==> src/rtl/histogram_pkg.sv <==
// Shared types for the histogram controller: the FSM state encoding and
// default-configuration constants.
package histogram_pkg;

  typedef enum logic [2:0] {
    S_IDLE    = 3'd0,
    S_CLEAR   = 3'd1,
    S_IN_RD   = 3'd2,
    S_IN_WAIT = 3'd3,
    S_SC_RD   = 3'd4,
    S_SC_WAIT = 3'd5,
    S_SC_WR   = 3'd6,
    S_FIN     = 3'd7
  } hist_state_t;

  localparam int PIXEL_W_DEF = 8;
  localparam int BIN_W_DEF   = 16;
  localparam int NUM_BINS    = 2 ** PIXEL_W_DEF;
  localparam logic [BIN_W_DEF-1:0] BIN_MAX = {BIN_W_DEF{1'b1}};

endpackage

==> src/rtl/hist_latency_timer.sv <==
// Load/count-down timer covering one memory read latency; expire_o marks the
// last cycle of the wait, i.e. the cycle in which read data is valid.
module hist_latency_timer #(
  parameter int MEM_LAT = 3
) (
  input  logic clock,
  input  logic reset_n,
  input  logic load_i,
  output logic expire_o
);

  localparam int CW = $clog2(MEM_LAT + 1);

  logic [CW-1:0] cnt_q, cnt_d;

  always_comb begin
    cnt_d = cnt_q;
    if (load_i) begin
      cnt_d = CW'(MEM_LAT);
    end else if (cnt_q != '0) begin
      cnt_d = cnt_q - 1'b1;
    end
  end

  always_ff @(posedge clock) begin
    if (!reset_n) begin
      cnt_q <= '0;
    end else begin
      cnt_q <= cnt_d;
    end
  end

  assign expire_o = (cnt_q == CW'(1));

endmodule

==> src/rtl/histogram_engine_ctrl.sv <==
// Histogram controller: optional bin clear, then per pixel a read of the input
// memory followed by a saturating read-modify-write of the matching bin.
module histogram_engine_ctrl
  import histogram_pkg::*;
#(
  parameter int PIXEL_W  = 8,
  parameter int BIN_W    = 16,
  parameter int ADDR_W   = 12,
  parameter int MEM_LAT  = 3,
  parameter int CLEAR_EN = 1
) (
  input  logic               clock,
  input  logic               reset_n,
  input  logic               start,
  input  logic               abort,
  input  logic [ADDR_W-1:0]  num_pixels,
  output logic               in_rd_en,
  output logic [ADDR_W-1:0]  in_rd_addr,
  input  logic [PIXEL_W-1:0] in_rd_data,
  output logic               sc_rd_en,
  output logic               sc_wr_en,
  output logic [PIXEL_W-1:0] sc_addr,
  input  logic [BIN_W-1:0]   sc_rd_data,
  output logic [BIN_W-1:0]   sc_wr_data,
  output logic               busy,
  output logic               done,
  output logic               saturated,
  output hist_state_t        dbg_state
);

  localparam logic [BIN_W-1:0] BIN_TOP = {BIN_W{1'b1}};

  hist_state_t        state_q, state_d;
  logic [ADDR_W-1:0]  num_q, num_d;
  logic [ADDR_W-1:0]  idx_q, idx_d;
  logic [PIXEL_W:0]   clr_q, clr_d;
  logic [PIXEL_W-1:0] pix_q, pix_d;
  logic [BIN_W-1:0]   cnt_q, cnt_d;
  logic               sat_q, sat_d;
  logic               tmr_load;
  logic               tmr_expire;

  hist_latency_timer #(.MEM_LAT(MEM_LAT)) u_timer (
    .clock    (clock),
    .reset_n  (reset_n),
    .load_i   (tmr_load),
    .expire_o (tmr_expire)
  );

  // Handshake: start is a one-cycle request taken only in IDLE; done is a
  // one-cycle pulse in FIN. All strobes are one cycle wide and mutually exclusive.
  always_comb begin
    state_d    = state_q;
    num_d      = num_q;
    idx_d      = idx_q;
    clr_d      = clr_q;
    pix_d      = pix_q;
    cnt_d      = cnt_q;
    sat_d      = sat_q;
    in_rd_en   = 1'b0;
    in_rd_addr = '0;
    sc_rd_en   = 1'b0;
    sc_wr_en   = 1'b0;
    sc_addr    = '0;
    sc_wr_data = '0;
    done       = 1'b0;
    tmr_load   = 1'b0;
    unique case (state_q)
      S_IDLE: begin
        if (start) begin
          num_d = num_pixels;
          idx_d = '0;
          clr_d = '0;
          sat_d = 1'b0;
          if (CLEAR_EN != 0)          state_d = S_CLEAR;
          else if (num_pixels == '0)  state_d = S_FIN;
          else                        state_d = S_IN_RD;
        end
      end
      S_CLEAR: begin
        sc_wr_en = 1'b1;
        sc_addr  = clr_q[PIXEL_W-1:0];
        clr_d    = clr_q + 1'b1;
        // The extra counter bit sets exactly when the last bin has been written.
        if (abort)                state_d = S_FIN;
        else if (clr_d[PIXEL_W])  state_d = (num_q == '0) ? S_FIN : S_IN_RD;
      end
      S_IN_RD: begin
        in_rd_en   = 1'b1;
        in_rd_addr = idx_q;
        tmr_load   = 1'b1;
        state_d    = abort ? S_FIN : S_IN_WAIT;
      end
      S_IN_WAIT: begin
        if (abort) begin
          state_d = S_FIN;
        end else if (tmr_expire) begin
          pix_d   = in_rd_data;
          state_d = S_SC_RD;
        end
      end
      S_SC_RD: begin
        sc_rd_en = 1'b1;
        sc_addr  = pix_q;
        tmr_load = 1'b1;
        state_d  = abort ? S_FIN : S_SC_WAIT;
      end
      S_SC_WAIT: begin
        if (abort) begin
          state_d = S_FIN;
        end else if (tmr_expire) begin
          cnt_d   = sc_rd_data;
          state_d = S_SC_WR;
        end
      end
      S_SC_WR: begin
        sc_wr_en = 1'b1;
        sc_addr  = pix_q;
        if (cnt_q == BIN_TOP) begin
          sc_wr_data = BIN_TOP;
          sat_d      = 1'b1;
        end else begin
          sc_wr_data = cnt_q + 1'b1;
        end
        idx_d   = idx_q + 1'b1;
        state_d = (abort || idx_d == num_q) ? S_FIN : S_IN_RD;
      end
      S_FIN: begin
        done    = 1'b1;
        state_d = S_IDLE;
      end
      default: state_d = S_IDLE;
    endcase
  end

  always_ff @(posedge clock) begin
    if (!reset_n) begin
      state_q <= S_IDLE;
      num_q   <= '0;
      idx_q   <= '0;
      clr_q   <= '0;
      pix_q   <= '0;
      cnt_q   <= '0;
      sat_q   <= 1'b0;
    end else begin
      state_q <= state_d;
      num_q   <= num_d;
      idx_q   <= idx_d;
      clr_q   <= clr_d;
      pix_q   <= pix_d;
      cnt_q   <= cnt_d;
      sat_q   <= sat_d;
    end
  end

  assign busy      = (state_q != S_IDLE) && (state_q != S_FIN);
  assign saturated = sat_q;
  assign dbg_state = state_q;

endmodule

==> config.mk <==
export PLATFORM = sky130hd
export DESIGN_NAME = histogram_engine_ctrl
export DESIGN_NICKNAME = d
export VERILOG_FILES = /design/src/rtl/histogram_pkg.sv /design/src/rtl/hist_latency_timer.sv /design/src/rtl/histogram_engine_ctrl.sv
export SDC_FILE = /design/constraint.sdc
export NUM_CORES = 1
export LEC_CHECK = 0
export ABC_AREA = 1
export CORE_AREA = 3 3 88 90
export CTS_BUF_LIST = sky130_fd_sc_hd__clkbuf_4
export DETAILED_ROUTE_END_ITERATION = 6
export DIE_AREA = 0 0 91 93
export PLACE_DENSITY = 0.81
export SETUP_SLACK_MARGIN = 0.02
export SYNTH_ARGS = -nofsm -noshare
export SYNTH_HDL_FRONTEND = slang
export SYNTH_SLANG_ARGS = --single-unit
==> constraint.sdc <==
create_clock -name clock -period 2.8 [get_ports clock]
set_input_delay 0.56 -clock clock [delete_from_list [all_inputs] [get_ports clock]]
set_output_delay 0.56 -clock clock [all_outputs]
set_load 0.005 [all_outputs]
* Word-level counts from Yosys, hierarchy flattened
Cells that the tools add are included.
Operators by class: muxes and demuxes 30, equality and inequality tests 16, bitwise logic cells 1, $add $sub $neg 4, reduce and logical (&&, ||, !) cells 19
Operators with widths (number):
- 16-bit two-way mux | 2
- 3-bit two-way mux | 10
- 12-bit two-way mux | 2
- 12-bit one-hot mux with 2 select lines | 1
- 3-bit one-hot mux with 8 select lines | 1
- 9-bit one-hot mux with 2 select lines | 1
- 16-bit by 1-bit adder with 16-bit output, second input constant | 1
- 16-bit == test, second input constant | 1
- 8-bit one-hot mux with 2 select lines | 1
- 12-bit by 1-bit adder with 12-bit output, second input constant | 1
- 12-bit == test | 1
- 3-bit == test, second input constant | 4
- 12-bit logical NOT | 1
- 3-bit != test, second input constant | 4
- 9-bit by 1-bit adder with 9-bit output, second input constant | 1
- 9-bit two-way mux | 1
- 3-bit AND reduction | 3
- 2-bit nonzero test | 4
- 1-bit two-way mux | 7
- 3-bit by 2-bit == test with 1-bit output, second input constant | 2
- 2-bit two-way mux | 3
- 2-bit AND reduction | 3
- 2-bit OR reduction | 3
- 2-bit != test, second input constant | 2
- other kinds (10) | 10
Storage, ports and cells: register bits 63, word-level logic and storage cells 78, output and inout port bits 45

* Logic depth before layout (Yosys ltp)
depth in word-level cells 5, depth in mapped cells 15, mapped depth without buffers 15

* By module
A second synthesis with hierarchy kept.
Unflattened totals: cell total of the unflattened synthesis 585, area, all modules 3676.0 um^2
By module, submodules not included:
- histogram_engine_ctrl | cells an instance 566, area an instance 3552.2 um^2, times used 1, seq. area each 1221.2 um^2
- hist_latency_timer | cells an instance 19, area an instance 123.9 um^2, times used 1, seq. area each 40.0 um^2

* Worst setup path after synthesis
Ideal clock, no wire load.
path kind register to output, from reg cnt_q[0], to out sc_wr_data[9], stages on the path, launching flop included 9, slack 0.645 ns, data arrival time 1.595 ns, data required time 2.240 ns, cells stage by stage dfxtp_1 > ha_1 > nand3_1 > nor2_1 > nand2_1 > nor3_1 > nand2_1 > buf_2 > a31oi_1
On the way: longest elaborated chain between the ends 3, elaborated cells on any way between the ends 4
Ends and longest elaborated chain:
- from (decl) | RTL line histogram_engine_ctrl.sv:38 | logic [BIN_W-1:0] cnt_q, cnt_d;
- from (signal assigned) | RTL line histogram_engine_ctrl.sv:151 | cnt_q <= cnt_d;
- 16-bit by 1-bit adder with 16-bit output / 16-bit == test (equally long branches) | RTL line histogram_engine_ctrl.sv:123, histogram_engine_ctrl.sv:119
- 16-bit two-way mux (*) | RTL line histogram_engine_ctrl.sv:119 | if (cnt_q == BIN_TOP) begin
- 16-bit two-way mux (*) | RTL line histogram_engine_ctrl.sv:68 | unique case (state_q)
- to (decl) | RTL line histogram_engine_ctrl.sv:24 | output logic [BIN_W-1:0] sc_wr_data,
Mark *: on every way between the ends. The rest lies on a longest branch, timed or not.

* Worst setup path after layout
from reg cnt_q[1], to out sc_wr_data[14]
The elaborated chain is that of the path after synthesis.

==> impl_metrics.csv <==
group,metric,value,unit
timing,setup_viol,2,
finish,instances_no_fill,788,
clock_tree,ctsHoldBuffers,0,
yosys,syn_avg_cell_area,6.42,um^2
timing,tns,-0.137,ns
floorplan,die_area,8460,um^2
timing,skew,0.0260,ns
yosys,syn_area,3620,um^2
global_route,use_met2,0.451,
global_route,grt.overflow.total,0,
global_route,grt_util_all_layers,0.256,
detailed_routing,drcViolationCount,0,
worst_setup_path,critPathLaunchType,"flop",
hold_path,hold_path.class,"reg -> reg",
flow_run,maxCapViolations,0,
timing,clock.fmax,344,MHz
global_route,antenna_found_initial,0,
clock_tree,path_clk_slew,0.11,ns
floorplan,die_w,91,um
detailed_routing,vias,4233,
global_route,grtUsageMet3,0.0499,
finish,num_antenna_cells,0,
floorplan,start_util,0.507,
yosys,async_reset_ff_frac,0,
worst_setup_path,critical_path_class,"reg -> out",
yosys,yosysUniqueCellTypes,35,
floorplan,die_y,93,um
hold_path,holdPathEnd,"clr_q[8]",
clock_tree,numCtsBuffers,9,
outcome,violations,"negative setup slack",
power_and_ir_drop,ir_drop,0.460,mV
global_route,top_usage_layer,"met2",
floorplan,io_pins,85,
global_route,gr-usage-met1,0.302,
power_and_ir_drop,p_per_area,574,nW/um^2
clock_tree,cts_num_sinks,63,
detailed_routing,wirelength,11400,um
place,dp.cells,737,
clock_tree,cts_max_level,3,
worst_setup_path,critPathCaptureType,"output pin",
timing,setup_ws,-0.109,ns
hold_path,hp-start,"clr_q[8]",
finish,drive_gt1_frac,0.174,
detailed_routing,vias_per_cell,5.37,
detailed_routing,wire_per_inst,14.4,um
timing,slew_violations,0,
finish,syn_to_final_growth,41.8,%
outcome,status,"finished with violations",
worst_setup_path,cp.arrival,2.35,ns
timing,rsz0062_at_grt,"yes",
detailed_routing,first_pass_iters,5,
finish,final_core_util,0.718,
worst_setup_path,rr_startpoint,"cnt_q[1]",
timing,slew_headroom,0.562,
yosys,synthFlopType,"dfxtp_1",
finish,final_common_cell,"nand2_1",
yosys,ys_ff_latch,63,
place,hpwl,7140,um
clock_tree,root_buffer,"clkbuf_4",
place,pre_cts_ws,-0.0407,ns
floorplan,core,7140,um^2
yosys,yosys_warnings,0,
floorplan,num_rows,31,
timing,worst_slew_pin_slew,0.657,ns
global_route,grt_pass1_vias,4027,
worst_setup_path,r2r_cells,14,
yosys,syn_nets,608,
clock_tree,cts_tree,"built",
global_route,grt_max_degree,43,
finish,final_nets,729,
hold_path,whs_path_depth,2,
power_and_ir_drop,power_leakage,2.21,nW
worst_setup_path,r2r_slack,0.64,ns
finish,final_cell_mix,"nand2_1, nor2_1, inv_1",
detailed_routing,drt_iter0_drc,269,
clock_tree,clk_latency,0.40,ns
timing,finalCritPeriodShare,1.04,
yosys,ys_seq_area_frac,0.349,
worst_setup_path,critPathMaxFanout,3,
detailed_routing,postRouteAntennaNets,0,
yosys,syn_inst,563,
timing,period_minus_slack,2.91,ns
place,gp_congestion,0.884,
yosys,synth_edf_count,0,
clock_tree,clockBufferDepth,2,
global_route,grt_pass1_wl,17800,um
worst_setup_path,required,2.24,ns
timing,final_hold_viol_count,0,
place,place.port_buffers,84,
worst_setup_path,rr_endpoint,"saturated",
## per-stage QoR
stage               instance area [um^2]  hold WS, ns  total power [mW]
floorplan                           3620        0.452              1.82
global placement                    4570        0.466              2.19
detailed placement                  4570        0.471              2.21
CTS                                 4980        0.495              2.89
global route                        5130        0.525              3.13
finish                              5130        0.491              2.95
## per-layer routing
layer  vias up  wire length [um]
met1      1921              4600
met4         0               325
met2       205              5520
li1       2070                 -
met5         -                 0
met3        37               929
## report_power, final
group	internal, mW	switching (mW)
logic	0.494	0.719
registers	1.01	0.0957
clock network	0.286	0.336
total	1.79	1.15
## cell families after synthesis
logic type | count (synthesis) | synth area share
AND/OR/NAND/NOR | 269 | 0.325
AO/OA/AOI/OAI | 122 | 0.184
adder cells (fa/ha/maj) | 5 | 0.0173
XOR/XNOR | 12 | 0.0291
buffers and inverters | 92 | 0.0962
flip-flops | 63 | 0.349
## area by class of cell
type	count	area, um^2
clock buffer	11	82.6
tap	99	124
multi-input combinational	409	2160
clock inverter	5	48.8
inverter	76	293
sequential	63	1270
timing repair buffer	125	1150
fill	582	2010
## worst max-delay path, cell delays in order (launching register included)
cell and delay [ns]:
dfxtp_4 0.38, ha_4 0.15, nand3_4 0.08, nor2_4 0.12
buf_4 0.12, nand3_2 0.09, nor4_4 0.18, and3_4 0.24
buf_6 0.09, buf_6 0.08, buf_6 0.09, buf_6 0.09
o21ai_2 0.05, inv_1 0.05, buf_2 0.11
## cell usage after synthesis (2+ instances only)
cell type	number	share of area
a21oi_1	49	0.068
a221oi_1	3	0.0073
a31oi_1	3	0.0052
buf_2	2	0.0028
clkbuf_1	14	0.015
dfxtp_1	63	0.35
ha_1	5	0.017
inv_1	74	0.077
inv_2	2	0.0021
nand2_1	121	0.13
nand3_1	29	0.040
nand3_2	2	0.0055
nand4_1	7	0.012
nor2_1	83	0.086
nor2_2	2	0.0035
nor2_4	4	0.012
nor3_1	8	0.011
nor3_2	2	0.0055
nor4_1	2	0.0035
o21ai_0	59	0.082
or2_1	2	0.0035
or2_2	4	0.0069
xnor2_1	2	0.0048
xor2_1	10	0.024
## worst max path at each step
stage             start        endpoint  slack (ns)  cells after the start
2_1_floorplan  cnt_q[0]   sc_wr_data[9]        0.65                      8
3_3_place_gp   cnt_q[0]  sc_wr_data[14]        0.05                      9
3_5_place_dp   cnt_q[0]  sc_wr_data[13]       -0.04                     10
4_1_cts        cnt_q[0]  sc_wr_data[14]       -0.09                     13
5_1_grt        cnt_q[1]  sc_wr_data[14]       -0.20                     14
6_report       cnt_q[1]  sc_wr_data[14]       -0.11                     14
## state kept, by name, summed over array words and instances, names as in the netlist
register / count
pix_q: 8
clr_q: 9
dbg_state: 3
cnt_q: 16
u_timer.cnt_q: 2
saturated: 1
idx_q: 12
num_q: 12
## repair_timing
action / in CTS / in global routing
pin swaps: 14 / 6
setup buffers: 22 / 13
cloned: 1 / 0
resized for setup: 51 / 39
endpoints found under the setup margin: 23 / 36
Note: power is estimated with default switching activity, not from simulation.
